## src/rtl/uart_pkt_scheduler_pkg.sv

```systemverilog
`default_nettype none
// ============================================================================
// Module   : uart_pkt_pkg
// Brief    : Shared FSM state type and packet constants for uart_pkt_scheduler.
// Revision : 1.0 - initial release
// ============================================================================
package uart_pkt_pkg;

    typedef enum logic [1:0] {
        ST_IDLE      = 2'd0,
        ST_SEND      = 2'd1,
        ST_WAIT_BUSY = 2'd2,
        ST_WAIT_DONE = 2'd3
    } pkt_state_t;

    localparam int         PKT_BYTES_BASE = 3;
    localparam logic [7:0] DEFAULT_SYNC   = 8'hA5;
    localparam int         BYTE_IDX_W     = 2;

endpackage
`default_nettype wire

```

## src/rtl/uart_pkt_scheduler_if.sv

```systemverilog
`default_nettype none
// ============================================================================
// Module   : uart_pkt_scheduler_if
// Brief    : Sample-in / UART-byte-out bundle plus status for the scheduler.
// Revision : 1.0 - initial release
// ============================================================================
interface uart_pkt_scheduler_if #(
    parameter int SAMPLE_W = 16
);
    logic [SAMPLE_W-1:0] s_data;
    logic                s_valid;
    logic                s_ready;
    logic [7:0]          tx_data;
    logic                tx_send;
    logic                tx_busy;
    logic                pkt_active;
    logic [15:0]         drop_count;
    logic                err_timeout;

    // master = scheduler side, slave = sample source / transmitter side
    modport master (
        input  s_data, s_valid, tx_busy,
        output s_ready, tx_data, tx_send, pkt_active, drop_count, err_timeout
    );

    modport slave (
        output s_data, s_valid, tx_busy,
        input  s_ready, tx_data, tx_send, pkt_active, drop_count, err_timeout
    );
endinterface
`default_nettype wire

```

## src/rtl/uart_pkt_scheduler_fifo.sv

```systemverilog
`default_nettype none
// ============================================================================
// Module   : pkt_sample_fifo
// Brief    : Synchronous FIFO, async reset, occupancy-based full/empty.
// Revision : 1.0 - initial release
// ============================================================================
module pkt_sample_fifo #(
    parameter int WIDTH = 16,
    parameter int DEPTH = 4
) (
    input  wire logic                     clk,
    input  wire logic                     rst,
    input  wire logic                     i_push,
    input  wire logic                     i_pop,
    input  wire logic [WIDTH-1:0]         i_wdata,
    output logic      [WIDTH-1:0]         o_rdata,
    output logic                          o_full,
    output logic                          o_empty,
    output logic      [$clog2(DEPTH):0]   o_count
);
    localparam int PTR_W = $clog2(DEPTH);
    localparam logic [PTR_W:0] c_CNT_FULL = (PTR_W+1)'(DEPTH);

    logic [WIDTH-1:0] r_mem [DEPTH];
    logic [PTR_W-1:0] r_wr_ptr;
    logic [PTR_W-1:0] r_rd_ptr;
    logic [PTR_W:0]   r_count;
    logic             w_do_push;
    logic             w_do_pop;

    assign o_full    = (r_count == c_CNT_FULL);
    assign o_empty   = (r_count == '0);
    assign o_count   = r_count;
    assign o_rdata   = r_mem[r_rd_ptr];
    assign w_do_pop  = i_pop && !o_empty;
    assign w_do_push = i_push && (!o_full || w_do_pop);

    always_ff @(posedge clk) begin
        if (w_do_push) begin
            r_mem[r_wr_ptr] <= i_wdata;
        end
    end

    // Power-of-two depth lets the pointers wrap by natural overflow.
    always_ff @(posedge clk or posedge rst) begin
        if (rst) begin
            r_wr_ptr <= '0;
            r_rd_ptr <= '0;
            r_count  <= '0;
        end else begin
            if (w_do_push) r_wr_ptr <= r_wr_ptr + 1'b1;
            if (w_do_pop)  r_rd_ptr <= r_rd_ptr + 1'b1;
            case ({w_do_push, w_do_pop})
                2'b10:   r_count <= r_count + 1'b1;
                2'b01:   r_count <= r_count - 1'b1;
                default: r_count <= r_count;
            endcase
        end
    end
endmodule
`default_nettype wire

```

## src/rtl/uart_pkt_scheduler.sv

```systemverilog
`default_nettype none
// ============================================================================
// Module   : uart_pkt_scheduler
// Brief    : Frames 16-bit samples as SYNC/MSB/LSB byte packets for a UART TX.
//            Define UART_PKT_CSUM_EN to append a SYNC^MSB^LSB checksum byte.
// Revision : 1.0 - initial release
// ============================================================================
module uart_pkt_scheduler
    import uart_pkt_pkg::*;
#(
    parameter int         SAMPLE_W     = 16,
    parameter int         FIFO_DEPTH   = 4,
    parameter logic [7:0] SYNC_BYTE    = DEFAULT_SYNC,
    parameter int         BUSY_TIMEOUT = 8
) (
    input  wire logic            clk,
    input  wire logic            rst,
    uart_pkt_scheduler_if.master bus
);
`ifdef UART_PKT_CSUM_EN
    localparam int c_PKT_BYTES = PKT_BYTES_BASE + 1;
`else
    localparam int c_PKT_BYTES = PKT_BYTES_BASE;
`endif
    localparam logic [BYTE_IDX_W-1:0] c_LAST_IDX = BYTE_IDX_W'(c_PKT_BYTES - 1);
    localparam int                    c_TMR_W    = $clog2(BUSY_TIMEOUT + 1);
    localparam logic [c_TMR_W-1:0]    c_TMR_LAST = c_TMR_W'(BUSY_TIMEOUT - 1);
    localparam int                    c_CNT_W    = $clog2(FIFO_DEPTH) + 1;
    localparam logic [c_CNT_W-1:0]    c_CNT_FULL = c_CNT_W'(FIFO_DEPTH);

    pkt_state_t              r_state,   w_state_nxt;
    logic [BYTE_IDX_W-1:0]   r_idx,     w_idx_nxt;
    logic [c_TMR_W-1:0]      r_tmr,     w_tmr_nxt;
    logic [SAMPLE_W-1:0]     r_sample,  w_sample_nxt;
    logic [7:0]              r_tx_data, w_tx_data_nxt;
    logic                    r_err,     w_err_nxt;
    logic [15:0]             r_drop_cnt;

    logic                    w_pop;
    logic                    w_push;
    logic                    w_drop;
    logic                    w_fifo_full;
    logic                    w_fifo_empty;
    logic [SAMPLE_W-1:0]     w_fifo_rdata;
    logic [c_CNT_W-1:0]      w_fifo_count;

    function automatic logic [7:0] pkt_byte(input logic [BYTE_IDX_W-1:0] idx,
                                            input logic [SAMPLE_W-1:0]   s);
        case (idx)
            2'd0:    return SYNC_BYTE;
            2'd1:    return s[15:8];
            2'd2:    return s[7:0];
`ifdef UART_PKT_CSUM_EN
            default: return SYNC_BYTE ^ s[15:8] ^ s[7:0];
`else
            default: return 8'h00;
`endif
        endcase
    endfunction

    assign w_push = bus.s_valid && (!w_fifo_full || w_pop);
    assign w_drop = bus.s_valid && w_fifo_full && !w_pop;

    pkt_sample_fifo #(
        .WIDTH (SAMPLE_W),
        .DEPTH (FIFO_DEPTH)
    ) u_fifo (
        .clk     (clk),
        .rst     (rst),
        .i_push  (w_push),
        .i_pop   (w_pop),
        .i_wdata (bus.s_data),
        .o_rdata (w_fifo_rdata),
        .o_full  (w_fifo_full),
        .o_empty (w_fifo_empty),
        .o_count (w_fifo_count)
    );

    always_ff @(posedge clk or posedge rst) begin
        if (rst) begin
            r_state   <= ST_IDLE;
            r_idx     <= '0;
            r_tmr     <= '0;
            r_sample  <= '0;
            r_tx_data <= '0;
            r_err     <= 1'b0;
        end else begin
            r_state   <= w_state_nxt;
            r_idx     <= w_idx_nxt;
            r_tmr     <= w_tmr_nxt;
            r_sample  <= w_sample_nxt;
            r_tx_data <= w_tx_data_nxt;
            r_err     <= w_err_nxt;
        end
    end

    // r_tmr counts cycles since the tx_send pulse; the last allowed one aborts.
    always_comb begin
        w_state_nxt   = r_state;
        w_idx_nxt     = r_idx;
        w_tmr_nxt     = r_tmr;
        w_sample_nxt  = r_sample;
        w_tx_data_nxt = r_tx_data;
        w_err_nxt     = r_err;
        w_pop         = 1'b0;
        case (r_state)
            ST_IDLE: begin
                if (!w_fifo_empty) begin
                    w_pop         = 1'b1;
                    w_sample_nxt  = w_fifo_rdata;
                    w_idx_nxt     = '0;
                    w_tx_data_nxt = SYNC_BYTE;
                    w_state_nxt   = ST_SEND;
                end
            end
            ST_SEND: begin
                w_tmr_nxt   = c_TMR_W'(1);
                w_state_nxt = ST_WAIT_BUSY;
            end
            ST_WAIT_BUSY: begin
                if (bus.tx_busy) begin
                    w_state_nxt = ST_WAIT_DONE;
                end else if (r_tmr == c_TMR_LAST) begin
                    w_err_nxt   = 1'b1;
                    w_state_nxt = ST_IDLE;
                end else begin
                    w_tmr_nxt   = r_tmr + 1'b1;
                end
            end
            ST_WAIT_DONE: begin
                if (!bus.tx_busy) begin
                    if (r_idx != c_LAST_IDX) begin
                        w_idx_nxt     = r_idx + 1'b1;
                        w_tx_data_nxt = pkt_byte(r_idx + 1'b1, r_sample);
                        w_state_nxt   = ST_SEND;
                    end else begin
                        w_state_nxt   = ST_IDLE;
                    end
                end
            end
            default: w_state_nxt = ST_IDLE;
        endcase
    end

    always_ff @(posedge clk or posedge rst) begin
        if (rst) begin
            r_drop_cnt <= '0;
        end else if (w_drop && (r_drop_cnt != 16'hFFFF)) begin
            r_drop_cnt <= r_drop_cnt + 1'b1;
        end
    end

    assign bus.s_ready     = (w_fifo_count != c_CNT_FULL);
    assign bus.tx_data     = r_tx_data;
    assign bus.tx_send     = (r_state == ST_SEND);
    assign bus.pkt_active  = (r_state != ST_IDLE);
    assign bus.drop_count  = r_drop_cnt;
    assign bus.err_timeout = r_err;
endmodule
`default_nettype wire
```

## src/flat_wrapper.sv

```systemverilog
// flat-port wrapper written by rule: the top's interface ports become plain ports
module uart_pkt_scheduler_flat import uart_pkt_pkg::*;
#(
    parameter int         SAMPLE_W     = 16,
    parameter int         FIFO_DEPTH   = 4,
    parameter logic [7:0] SYNC_BYTE    = DEFAULT_SYNC,
    parameter int         BUSY_TIMEOUT = 8
)
  (clk, rst, bus_s_data, bus_s_valid, bus_tx_busy, bus_s_ready, bus_tx_data, bus_tx_send, bus_pkt_active, bus_drop_count, bus_err_timeout);
  uart_pkt_scheduler_if #(.SAMPLE_W(SAMPLE_W)) bus_i ();
  input  wire logic clk;
  input  wire logic rst;
  input wire logic [$bits(bus_i.s_data)-1:0] bus_s_data;
  input wire logic [$bits(bus_i.s_valid)-1:0] bus_s_valid;
  input wire logic [$bits(bus_i.tx_busy)-1:0] bus_tx_busy;
  output wire logic [$bits(bus_i.s_ready)-1:0] bus_s_ready;
  output wire logic [$bits(bus_i.tx_data)-1:0] bus_tx_data;
  output wire logic [$bits(bus_i.tx_send)-1:0] bus_tx_send;
  output wire logic [$bits(bus_i.pkt_active)-1:0] bus_pkt_active;
  output wire logic [$bits(bus_i.drop_count)-1:0] bus_drop_count;
  output wire logic [$bits(bus_i.err_timeout)-1:0] bus_err_timeout;
  assign bus_i.s_data = bus_s_data;
  assign bus_i.s_valid = bus_s_valid;
  assign bus_i.tx_busy = bus_tx_busy;
  assign bus_s_ready = bus_i.s_ready;
  assign bus_tx_data = bus_i.tx_data;
  assign bus_tx_send = bus_i.tx_send;
  assign bus_pkt_active = bus_i.pkt_active;
  assign bus_drop_count = bus_i.drop_count;
  assign bus_err_timeout = bus_i.err_timeout;
  uart_pkt_scheduler #(.SAMPLE_W(SAMPLE_W), .FIFO_DEPTH(FIFO_DEPTH), .SYNC_BYTE(SYNC_BYTE), .BUSY_TIMEOUT(BUSY_TIMEOUT)) u_core (.clk(clk), .rst(rst), .bus(bus_i));
endmodule
```

## config.mk

```make
export PLATFORM = sky130hd
export DESIGN_NAME = uart_pkt_scheduler_flat
export DESIGN_NICKNAME = d
export VERILOG_FILES = /design/src/rtl/uart_pkt_scheduler_pkg.sv /design/src/rtl/uart_pkt_scheduler_if.sv /design/src/rtl/uart_pkt_scheduler_fifo.sv /design/src/rtl/uart_pkt_scheduler.sv /design/src/flat_wrapper.sv
export SDC_FILE = /design/constraint.sdc
export NUM_CORES = 1
export LEC_CHECK = 0
export CELL_PAD_IN_SITES_DETAIL_PLACEMENT = 1
export CELL_PAD_IN_SITES_GLOBAL_PLACEMENT = 1
export CORE_ASPECT_RATIO = 0.9
export CORE_UTILIZATION = 30
export CTS_BUF_LIST = sky130_fd_sc_hd__clkbuf_2
export CTS_CLUSTER_SIZE = 25
export DETAILED_ROUTE_END_ITERATION = 10
export GPL_TIMING_DRIVEN = 0
export PLACE_DENSITY_LB_ADDON = 0.1
export SLEW_MARGIN = 20
export SYNTH_ARGS = -nofsm -noshare
export SYNTH_HDL_FRONTEND = slang
export SYNTH_SLANG_ARGS = --single-unit
```

## constraint.sdc

```tcl
create_clock -name clk -period 4.7 [get_ports clk]
set_input_delay 1.41 -clock clk [delete_from_list [all_inputs] [get_ports clk]]
set_output_delay 1.41 -clock clk [all_outputs]
set_load 0.01 [all_outputs]
```

Word-level counts from Yosys, hierarchy flattened
Memories as Yosys holds them, arrays and structs flattened. A register that Yosys moved wholly into a read port is not among the register bits.
Index checks and enable logic that the tools add are counted.
- register bits: 40
- latch bits: 0
- bits in writable memories: 64
- memory bits (read-only): 0
- input port bits: 20
- output and inout bits: 28
- word-level logic and storage cells: 83
- memories: 1
- $add $sub $neg: 7
- multipliers: 0
- div/mod/pow operators: 0
- order comparisons: 0
- eq/ne operators: 18
- shift operators: 0
- mux-type cells: 23
- bitwise operators: 2
- reduce and logical (&&, ||, !) cells: 23
- memories (memory ; depth ; width ; rd ports ; clocked after Yosys merged registers in ; wr ports ; RTL line ; source):
    u_core.u_fifo.r_mem ; 4 ; 16 ; 1 ; 1 ; 1 ; uart_pkt_scheduler_fifo.sv:24 ; logic [WIDTH-1:0] r_mem [DEPTH];
- operators by type and width (cell ; number):
    $mux 8 ; 3
    $pmux 8 s3 ; 1
    $add 16x1->16 const B ; 1
    $ne 16x16->1 const B ; 1
    $pmux 8 s2 ; 1
    $mux 2 ; 7
    $ne 2x2->1 const B ; 5
    $reduce_and 3->1 ; 3
    $eq 2x2->1 const B ; 4
    $mux 4 ; 2
    $pmux 2 s4 ; 1
    $pmux 4 s2 ; 1
    $reduce_bool 2->1 ; 4
    $add 2x1->2 const B ; 3
    $eq 2x1->1 const B ; 3
    $logic_and 1x1->1 ; 6
    $pmux 3 s2 ; 1
    $mux 1 ; 5
    $add 4x1->4 const B ; 1
    $eq 4x3->1 const B ; 1
    $logic_not 2->1 ; 2
    $pmux 2 s2 ; 1
    $reduce_and 4->1 ; 1
    $add 3x1->3 const B ; 1
    10 further kinds ; 14

Depth between registers and ports, before layout
- depth in word-level cells: 8
- mapped depth: 10
- gate-level depth less buffers: 9

Cells and area by module
From an unflattened synthesis, not the netlist that was laid out.
- cell total of the unflattened synthesis: 326
- area total of the unflattened synthesis: 5103.6 µm²
- by module, submodules not included (module ; times used ; cells each ; area an instance (µm²) ; sequential area each (µm²)):
    pkt_sample_fifo ; 1 ; 123 ; 2745.1 ; 2097.0
    uart_pkt_scheduler ; 1 ; 203 ; 2358.5 ; 1226.2

Least setup slack after synthesis
Ideal clock, no wire load.
- path type: input to register
- start: in bus_s_valid
- end: reg u_core.u_fifo.r_count[2], in the netlist u_core.u_fifo.o_count[2]
- library setup time: 0.079 ns
- arrival time: 2.573 ns
- data required time: 4.621 ns
- path slack: 2.048 ns
- cell stages on the path: 8
- buffers on the path: 0
- cells stage by stage: o21a_1 > inv_1 > ha_1 > inv_1 > fa_1 > xor2_1 > nor2_1 > xor2_1
- cells in the longest elaborated chain, start to end: 4
- elaborated cells on any way between the ends: 6
- classes of those cells: 2 x eq/ne; 1 x mux; 3 x reduce/logical
- ends and longest elaborated chain (item ; RTL line ; source):
    start: declaration ; flat_wrapper.sv:14 ; input wire logic [$bits(bus_i.s_valid)-1:0] bus_s_valid;
    $logic_and 1x1->1 * ; uart_pkt_scheduler.sv:61 ; assign w_push = bus.s_valid && (!w_fifo_full || w_pop);
    $logic_and 1x1->1 * ; uart_pkt_scheduler_fifo.sv:36 ; assign w_do_push = i_push && (!o_full || w_do_pop);
    $eq 2x1->1 / $eq 2x2->1 (equally long branches) ; uart_pkt_scheduler_fifo.sv:53 ; case ({w_do_push, w_do_pop})
    $pmux 3 s2 / $reduce_bool 2->1 (equally long branches) ; -- ;
    end signal: assignment ; uart_pkt_scheduler_fifo.sv:54 ; 2'b10: r_count <= r_count + 1'b1;
    end signal: assignment ; uart_pkt_scheduler_fifo.sv:55 ; 2'b01: r_count <= r_count - 1'b1;
    end signal: assignment ; uart_pkt_scheduler_fifo.sv:56 ; default: r_count <= r_count;
    end: declaration ; uart_pkt_scheduler_fifo.sv:27 ; logic [PTR_W:0] r_count;
Mark *: on every way between the ends. The rest lies on a longest branch, timed or not.
A chain may end at the register's enable or synchronous reset.

Worst setup path after layout
- start: reg u_core.u_fifo.r_count[0], in the netlist u_core.u_fifo.o_count[0]
- end: out bus_s_ready
- cells in the longest elaborated chain, start to end: 1
- ends and longest elaborated chain (item ; RTL line ; source):
    $ne 3x3->1 ; uart_pkt_scheduler.sv:153 ; assign bus.s_ready = (w_fifo_count != c_CNT_FULL);
    end: declaration ; flat_wrapper.sv:16 ; output wire logic [$bits(bus_i.s_ready)-1:0] bus_s_ready;
No other way between the ends.

==> impl_metrics.py <==
metrics = {
    "outcome": {
        "status": "complete, but fails checks",
        "violations": "DRC",
    },
    "global_routing": {
        "grt_max_degree": 42,
        "grt_use_total": 0.134,
        "antenna_found_initial": 0,
        "grt_pass1_wl_um": 17100,
        "grt_pass1_vias": 3012,
        "grt_overflow": 0,
    },
    "sta": {
        "worst_pin_slew_ps": 1000,
        "hold_viol_final": 0,
        "rsz0062_at_grt": "false",
        "setup_viol": 0,
        "max-slew-margin-rel": 0.333,
        "timing.fmax_ghz": 0.279,
        "fin_setup_tns_ps": 0,
        "period_minus_slack_ps": 3590,
        "whs_ps": 505,
        "period_share": 0.763,
        "clock_skew_ps": 34.2,
        "maxSlewViolCount": 0,
    },
    "critical_path": {
        "required_ps": 3290,
        "crit_family": "buffers and inverters",
        "path_cells": "or3b_1 -> buf_2 -> clkdlybuf4s50_1",
        "worst-r2r-setup-slack_ps": 2190,
        "path_class": "reg2out",
        "r2r-start": "u_core.r_state[1]$_DFFE_PP0P_",
        "arrival_ps": 2180,
        "start_kind": "flop",
        "critPathSlowestCell": "clkdlybuf4s50_1",
        "cp_max_fo": 6,
        "crit_buf_inv": 2,
        "max_stage_delay_ps": 490,
        "endpoint_kind": "output port",
        "crit_start": "u_core.u_fifo.o_count[0]$_DFFE_PP0P_",
    },
    "detailed_routing": {
        "firstDrtPassIters": 8,
        "first_iter_violations": 131,
        "route.detailed.drc": 3,
        "met1Wirelength_um": 5210,
        "vias": 2792,
        "via_per_inst": 4.64,
        "wl_per_cell_um": 17.2,
        "routed-wl-met2_um": 4680,
        "wl_met3_um": 333,
        "drt.antenna.violating_nets": 0,
        "routed_wl_um": 10300,
        "highest_layer": "met4",
    },
    "floorplanning": {
        "num_rows": 44,
        "die_area_mm2": 0.0172,
        "pin_count": 48,
        "dieHeight_um": 125,
        "die_width_um": 138,
        "core_mm2": 0.0162,
        "start_util": 0.309,
    },
    "power": {
        "ir_worst_vdd_v": 0.000183,
        "power.total_mw": 3.31,
        "p_leak_nw": 2.24,
        "powerDensity_mw_per_mm2": 555,
    },
    "clock_tree": {
        "numClockSinks": 120,
        "cts_made_buffers": 17,
        "path_clk_slew_ps": 170,
        "cts_tree": "yes",
        "clk_root_buffer_cell": "clkbuf_2",
        "clk_latency_ps": 680,
        "cts_setup_buffers": 0,
        "holdBufCountCts": 0,
        "clockBufferDepth": 2,
        "h-tree-depth": 4,
        "cts_resized": 0,
    },
    "yosys": {
        "async_flop_share": 0.467,
        "synth_top_cell_area_share": 0.383,
        "synthTopCellsByArea": "edfxtp_1 (38%), dfrtp_1 (28%), mux4_2 (7.2%), mux2_2 (4.5%), xnor2_1 (2.8%)",
        "netlist_area_mm2": 0.00501,
        "synth_most_common_cell": "edfxtp_1",
        "netlist_top_cells_count": "edfxtp_1 (64), dfrtp_1 (56), mux2_2 (20)",
        "ys_seq_area_frac": 0.663,
        "ys_warn_count": 0,
        "yosysUniqueCellTypes": 45,
        "synthCells": 315,
        "ys.flop_type": "edfxtp_1",
        "syn_nets": 346,
        "ys_ff_latch": 120,
        "synth_top_area_cell": "edfxtp_1",
        "syn_avg_cell_area_um2": 15.9,
        "synth-edff-count": 64,
    },
    "flow_run": {
        "maxCapViolations": 0,
    },
    "finish": {
        "fin_area_mm2": 0.00597,
        "num_antenna_cells": 0,
        "nFillCells": 1683,
        "drive_gt1_frac": 0.210,
        "syn_to_final_growth_pct": 19.1,
        "multiInputGateArea_mm2": 0.00158,
        "seq_area_mm2": 0.00332,
        "nNetsFinal": 413,
    },
    "place": {
        "dp_hpwl_um": 6990,
        "portBuffers": 47,
        "place_congestion": 0.707,
        "placed_cell_area_mm2": 0.00577,
    },
    "min_path": {
        "hp-class": "reg2reg",
        "hold_start": "u_core.u_fifo.o_count[2]$_DFFE_PP0P_",
    },
}
-- state kept, by name, summed over array words and instances (netlist names), 2 cells and up --
name                    count
u_core.u_fifo.r_rd_ptr      2
u_core.r_idx                2
u_core.r_sample            16
u_core.bus.drop_count      16
u_core.u_fifo.o_count       3
u_core.u_fifo.r_mem        64
u_core.u_fifo.r_wr_ptr      2
u_core.r_state              2
u_core.bus.tx_data          8
u_core.r_tmr                4
-- kinds of logic after synthesis --
kind of cell	count (synthesis)	synth area share
AND/OR/NAND/NOR	59	0.0749
buffers and inverters	27	0.0222
AO/OA/AOI/OAI	37	0.0489
XOR/XNOR	21	0.0367
flip-flops	120	0.663
adder cells (fa/ha/maj)	11	0.0289
multiplexers	40	0.126
-- layer usage --
metal	vias to the layer above	global-route usage
li1	1326	-
met3	11	0.0458
met2	31	0.196
met1	1424	0.185
met5	-	0
met4	0	0.0443
-- final cells by class --
class	instances	area share
clock inverter	14	0.0182
sequential	120	0.556
tap	207	0.0434
clock buffer	18	0.0151
timing repair buffer	48	0.0834
inverter	13	0.00859
multi-input combinational	168	0.265
buffer	14	0.0105
-- worst reg2reg max path, stage by stage, from the launching register on --
cell and delay, ps:
dfrtp_1 400, buf_2 180, nor3_2 440, buf_2 350, ha_1 240, inv_1 60, fa_1 370, xor2_1 150
nor2_1 110, xor2_1 150
-- cells in the final DEF, fill, tap and decap left out, types with 2 or more instances in the layout --
master,synthesis,final
a21o_1,2,2
a21oi_1,4,4
a22oi_1,8,8
and2_1,6,6
and3_1,3,3
and4_1,4,4
buf_2,8,8
clkbuf_1,6,6
clkbuf_2,0,18
clkdlybuf4s50_1,0,47
clkinv_1,0,4
clkinv_2,0,3
clkinv_4,0,2
clkinvlp_4,0,3
dfrtp_1,56,56
edfxtp_1,64,64
ha_1,10,10
inv_1,13,12
mux2_2,20,20
mux2i_1,3,3
mux4_2,16,16
nand2_1,11,11
nand2b_1,2,2
nand3_1,10,10
nand4_1,3,3
nor2_1,6,6
nor3_1,3,3
o2111ai_1,3,3
o21a_1,2,2
o21ai_0,8,8
o21ai_2,2,2
o22ai_1,4,4
xnor2_1,16,16
xor2_1,5,5
-- path summary, 6_finish.rpt --
path | cells after the start | end
setup reg to reg | 9 | u_core.u_fifo.o_count[2]$_DFFE_PP0P_
hold / removal | 1 | u_core.u_fifo.o_count[2]$_DFFE_PP0P_
max in group asynchronous | 3 | u_core.r_sample[13]$_DFFE_PP0P_
setup / recovery | 3 | bus_s_ready
hold reg to reg | 1 | u_core.u_fifo.o_count[2]$_DFFE_PP0P_
min in group asynchronous | 2 | u_core.r_tmr[1]$_DFFE_PP0P_
-- metrics by stage --
step	util	instances	setup slack (ps)
3_5_place_dp	0.356	570	1240
4_1_cts	0.368	602	1000
6_report	0.368	602	1110
3_3_place_gp	0.354	569	687
5_1_grt	0.368	602	927
2_1_floorplan	-	315	1920
-- where the power goes --
part           leakage (nW)  internal (mW)  switching, mW
clock                 0.120          0.185          0.401
combinational         0.835          0.575          0.609
sequential             1.28           1.40          0.139
total                  2.24           2.16           1.15
Note: power is estimated with default switching activity, not from simulation.
